[src/rtl/spi_link_pkg.sv]
// Shared types and constants for the SPI link arbiter slice.
package spi_link_pkg;

   localparam int GNT_W   = 2;
   localparam int MAX_REQ = 4;

   typedef enum logic [2:0] {
      ST_IDLE  = 3'd0,
      ST_SETUP = 3'd1,
      ST_XFER  = 3'd2,
      ST_HOLD  = 3'd3,
      ST_GAP   = 3'd4
   } state_t;

   function automatic int max3(input int a, input int b, input int c);
      int m;
      m = (a > b) ? a : b;
      return (m > c) ? m : c;
   endfunction

endpackage

[src/rtl/spi_rr_picker.sv]
// Combinational round-robin select: first requesting index after rr_ptr, with wrap.
module spi_rr_picker
   import spi_link_pkg::*;
#(
   parameter int NUM_REQ = 2
) (
   input  logic [NUM_REQ-1:0] req,
   input  logic [GNT_W-1:0]   rr_ptr,
   output logic [GNT_W-1:0]   winner,
   output logic               any_req
);

   // Scan offsets from farthest to nearest so the nearest hit is written last.
   always_comb begin
      winner  = '0;
      any_req = |req;
      for (int off = NUM_REQ; off >= 1; off--) begin
         for (int j = 0; j < NUM_REQ; j++) begin
            if (req[j] && (j == ((int'(rr_ptr) + off) % NUM_REQ)))
               winner = GNT_W'(j);
         end
      end
   end

endmodule

[src/rtl/spi_link_arbiter.sv]
// Shares one SPI byte channel among NUM_REQ requesters; owns chip selects and
// CS setup/hold/gap timing. An owner keeps the channel until its last byte is accepted.
module spi_link_arbiter
   import spi_link_pkg::*;
#(
   parameter int NUM_REQ  = 2,
   parameter int CS_SETUP = 2,
   parameter int CS_HOLD  = 2,
   parameter int CS_GAP   = 1
) (
   input  logic                 clk,
   input  logic                 rst,
   input  logic [8*NUM_REQ-1:0] req_data,
   input  logic [NUM_REQ-1:0]   req_valid,
   input  logic [NUM_REQ-1:0]   req_last,
   output logic [NUM_REQ-1:0]   req_ready,
   output logic [7:0]           out_data,
   output logic                 out_valid,
   input  logic                 out_ready,
   output logic [NUM_REQ-1:0]   cs_n,
   output logic [GNT_W-1:0]     gnt_id,
   output logic                 busy
);

   localparam int CNT_W = $clog2(max3(CS_SETUP, CS_HOLD, CS_GAP) + 1);

   state_t             state;
   logic [CNT_W-1:0]   cnt;
   logic [GNT_W-1:0]   rr_ptr;
   logic [GNT_W-1:0]   winner;
   logic               any_req;
   logic [7:0]         sel_data;
   logic               sel_valid;
   logic               sel_last;
   logic               xfer_st;

   spi_rr_picker #(.NUM_REQ(NUM_REQ)) u_picker (
      .req     (req_valid),
      .rr_ptr  (rr_ptr),
      .winner  (winner),
      .any_req (any_req)
   );

   // Mux the owner's byte stream; only meaningful while in XFER.
   always_comb begin
      sel_data  = '0;
      sel_valid = 1'b0;
      sel_last  = 1'b0;
      for (int i = 0; i < NUM_REQ; i++) begin
         if (gnt_id == GNT_W'(i)) begin
            sel_data  = req_data[8*i +: 8];
            sel_valid = req_valid[i];
            sel_last  = req_last[i];
         end
      end
   end

   always_comb begin
      xfer_st   = (state == ST_XFER);
      out_valid = xfer_st && sel_valid;
      out_data  = xfer_st ? sel_data : 8'h00;
      req_ready = '0;
      for (int i = 0; i < NUM_REQ; i++)
         req_ready[i] = xfer_st && (gnt_id == GNT_W'(i)) && out_ready;
   end

   always_ff @(posedge clk) begin
      if (rst) begin
         state  <= ST_IDLE;
         cnt    <= '0;
         rr_ptr <= GNT_W'(NUM_REQ - 1);
         gnt_id <= '0;
         cs_n   <= '1;
         busy   <= 1'b0;
      end else begin
         case (state)
            ST_IDLE: begin
               if (any_req) begin
                  gnt_id <= winner;
                  rr_ptr <= winner;
                  for (int i = 0; i < NUM_REQ; i++)
                     cs_n[i] <= (winner != GNT_W'(i));
                  busy   <= 1'b1;
                  cnt    <= CNT_W'(CS_SETUP - 1);
                  state  <= ST_SETUP;
               end
            end
            ST_SETUP: begin
               if (cnt == '0) state <= ST_XFER;
               else           cnt   <= cnt - CNT_W'(1);
            end
            ST_XFER: begin
               if (sel_valid && out_ready && sel_last) begin
                  cnt   <= CNT_W'(CS_HOLD - 1);
                  state <= ST_HOLD;
               end
            end
            ST_HOLD: begin
               if (cnt == '0) begin
                  cs_n  <= '1;
                  cnt   <= CNT_W'(CS_GAP - 1);
                  state <= ST_GAP;
               end else begin
                  cnt <= cnt - CNT_W'(1);
               end
            end
            ST_GAP: begin
               if (cnt == '0) begin
                  busy  <= 1'b0;
                  state <= ST_IDLE;
               end else begin
                  cnt <= cnt - CNT_W'(1);
               end
            end
            default: state <= ST_IDLE;
         endcase
      end
   end

endmodule

[config.mk]
export PLATFORM = sky130hd
export DESIGN_NAME = spi_link_arbiter
export DESIGN_NICKNAME = d
export VERILOG_FILES = /design/src/rtl/spi_link_pkg.sv /design/src/rtl/spi_rr_picker.sv /design/src/rtl/spi_link_arbiter.sv
export SDC_FILE = /design/constraint.sdc
export NUM_CORES = 1
export LEC_CHECK = 0
export CAP_MARGIN = 15
export CORE_UTILIZATION = 39
export CTS_BUF_LIST = sky130_fd_sc_hd__clkbuf_16
export DETAILED_ROUTE_END_ITERATION = 8
export PLACE_DENSITY = 0.76
export SLEW_MARGIN = 20
export SYNTH_ARGS = -nofsm -noshare
export SYNTH_HDL_FRONTEND = slang
export SYNTH_SLANG_ARGS = --single-unit
export TNS_END_PERCENT = 50
[constraint.sdc]
create_clock -name clk -period 1.8 [get_ports clk]
set_input_delay 0.18 -clock clk [delete_from_list [all_inputs] [get_ports clk]]
set_output_delay 0.18 -clock clk [all_outputs]
set_load 0.05 [all_outputs]
==> key figures <==
Timing
  • Final worst slack: 0.0742 ns
  • Slew Limit Fails: 0
  • Final Hold Vio Count: 0
  • Maximum clock rate: 0.579 GHz
  • Final worst path period share: 95.9%
  • RSZ-0062 raised after global routing: true
  • Fin crit period: 1.73 ns
  • WHS: 0.506 ns
  • Final setup viols: 0
  • TNS Setup: 0 ns
  • Worst Skew: 0.00120 ns

Clock network
  • Clock tree buffer depth: 2
  • H-tree depth: 1
  • Root Buffer: clkbuf_16
  • TritonCTS buffer count: 3
  • Clk slew on worst S/H paths: 0.04 ns
  • # Post-CTS Setup Buffers: 0
  • TritonCTS clock tree: yes
  • Worst skew pair latency: 0.24 ns
  • PostCTS Resize Cnt: 0
  • Hold_buf cts: 0
  • Clock net sink count: 10

Critical path
  • CP arrival: 1.55 ns
  • R2r setup slk: 0.30 ns
  • Top delay family on crit path: simple AND/OR/NAND/NOR gates
  • WP buf/inv: 1
  • Slowest cell on crit path: or2_2
  • Crit path launch type: flop
  • Critical Path RT: 1.62 ns
  • CP cell instances: nand2b_1 > or2_2 > nor2_1 > buf_12
  • Slowest stage delay, CP: 0.41 ns
  • Crit Path Category: flop to output port
  • CP Max Fanout: 9
  • Setup crit end kind: output port

Logic synthesis
  • Distinct cell type count after synthesis: 37
  • Top-area cell type share of the netlist area: 25.6%
  • Seq/Total Area, Yosys: 25.6%
  • Top cells by area, synth: dfxtp_1, mux2i_1, nor2_1
  • Post-synthesis net count: 126
  • #FFs+latches synth: 10
  • Synth Instances: 100
  • Yosys warnings: 0
  • Commonest cells post-synth: nor2_1, mux2i_1, dfxtp_1, nand2_1
  • Synth async-reset ratio: 0%
  • Synth Cell Area: 783 µm²
  • EDFF count, synth: 0
  • Synthesized area per cell: 7.83 µm²
  • Cell taking the most area after synthesis: dfxtp_1
  • Post-synth top flop: dfxtp_1
  • Most common cell in the netlist: nor2_1

Die
  • Starting density of the core: 43.5%
  • Die X: 46.8 µm
  • Site row count: 15
  • IO Count: 39
  • Core box area: 1800 µm²
  • Total Die Area: 2190 µm²
  • Die H: 46.8 µm

Layout
  • Reg area: 200 µm²
  • Fillers: 125
  • Finished Cell Area: 1380 µm²
  • Layout net count: 165
  • Layout cells sized above 1: 21.9%
  • Footprint of the multi-input gates: 538 µm²
  • Area Overhead vs Synth: 76.2%
  • ANT cells: 0

Route
  • Total vias in the final route: 850
  • Vias/cell: 5.25
  • DR WL/cell: 12.3 µm
  • Post-DRT Antenna Nets: 0
  • Total Wirelength: 1990 µm
  • Drt pass-1 iters: 4
  • Drt first-iter violations: 14
  • DRC errors left: 0

Pwr
  • Static Leak: 0.546 nW
  • Peak supply drop: 0.848 mV
  • Pwr Total: 2.01 mW
  • Power Density: 1460 nW/µm²

Global route
  • Vias in the first global route: 746
  • Global-route wire length before repair: 3150 µm
  • GRT Util Overall: 20.9%
  • Antenna violations before repair: 0
  • Largest net degree at the start of global routing: 13
  • Grt ovf: 0

Worst hold path
  • Hold crit path type: flop to flop

Status
  • Status: finished, final reports clean

Placed design
  • # port buffers: 37
  • Placed Area: 1300 µm²
  • Final HPWL DP: 1570 µm
  • Global placement routability congestion: 0.889
  • Pre-CTS setup slack: 0.173 ns

Run
  • Max cap viols: 0
-- flip-flops by register name, indices dropped and copies added (netlist names) --
name / cells
rr_ptr: 1
busy: 1
state: 3
cs_n: 2
cnt: 2
gnt_id: 1
-- path summary, 6_finish.rpt --
kind / depth (start not counted) / endpoint / startpoint
max: 4 / out_data[5] / state[2]$_SDFFE_PP0P_
min reg2reg: 1 / rr_ptr[0]$_SDFFE_PP1P_ / rr_ptr[0]$_SDFFE_PP1P_
max reg2reg: 6 / cs_n[1]$_SDFFE_PP1P_ / cnt[0]$_SDFFE_PP0P_
min: 1 / rr_ptr[0]$_SDFFE_PP1P_ / rr_ptr[0]$_SDFFE_PP1P_
-- cell usage in the layout (no fill, tap or decap), drive strengths merged --
cell type / n
a211oi: 3
o21ai: 3
nor2b: 1
ha: 3
clkbuf: 3
nand4: 1
conb: 1
and3: 2
a32oi: 1
nor3: 4
nand4b: 1
nand2: 7
nand3b: 1
or3b: 1
or2: 2
a31oi: 2
nor4: 1
nor2: 18
a22oi: 1
nand2b: 5
nor4b: 1
a211o: 1
mux2i: 11
buf: 16
o21bai: 2
clkdlybuf4s50: 25
a21oi: 4
a2bb2oi: 1
dfxtp: 10
inv: 4
xnor2: 1
-- layout make-up --
type,instances,share of cell area (%)
multi-input cells,79,39.0
repair buffers,41,37.7
flip-flops and latches,10,14.5
clock buffers,3,5.44
well taps,25,2.27
inverters,4,1.09
-- stage by stage --
stage	util, %	instances
2_1_floorplan	-	100
3_3_place_gp	72.3	159
3_5_place_dp	72.3	159
4_1_cts	76.5	162
5_1_grt	76.6	162
6_report	76.6	162
-- metal layers --
metal / GRT usage (%) / up-vias / share of wire [%]
li1: - / 422 / -
met1: 23.9 / 380 / 42
met2: 31.7 / 43 / 45
met3: 10.4 / 5 / 11
met4: 12.0 / 0 / 2.4
met5: 0 / - / 0
-- logic make-up (layout without fill, tap and decap cells) --
| logic type | Yosys count | in the layout | synth area share (%) |
|---|---|---|---|
| simple gates | 45 | 45 | 30.8 |
| compound gates | 18 | 18 | 15.8 |
| mux | 11 | 11 | 14.1 |
| buf+inv | 11 | 48 | 7.35 |
| flops | 10 | 10 | 25.6 |
| fa+ha+maj | 3 | 3 | 4.79 |
| other cells | 1 | 1 | 0.479 |
| xor+xnor | 1 | 1 | 1.12 |
-- power by group --
| group | internal (mW) | total (mW) | switching [mW] | leakage [nW] |
|---|---|---|---|---|
| clock | 0.288 | 0.387 | 0.0991 | 0.0370 |
| sequential | 0.298 | 0.384 | 0.0855 | 0.0827 |
| combinational | 0.553 | 1.24 | 0.689 | 0.427 |
(Power assumes the default switching activity.)
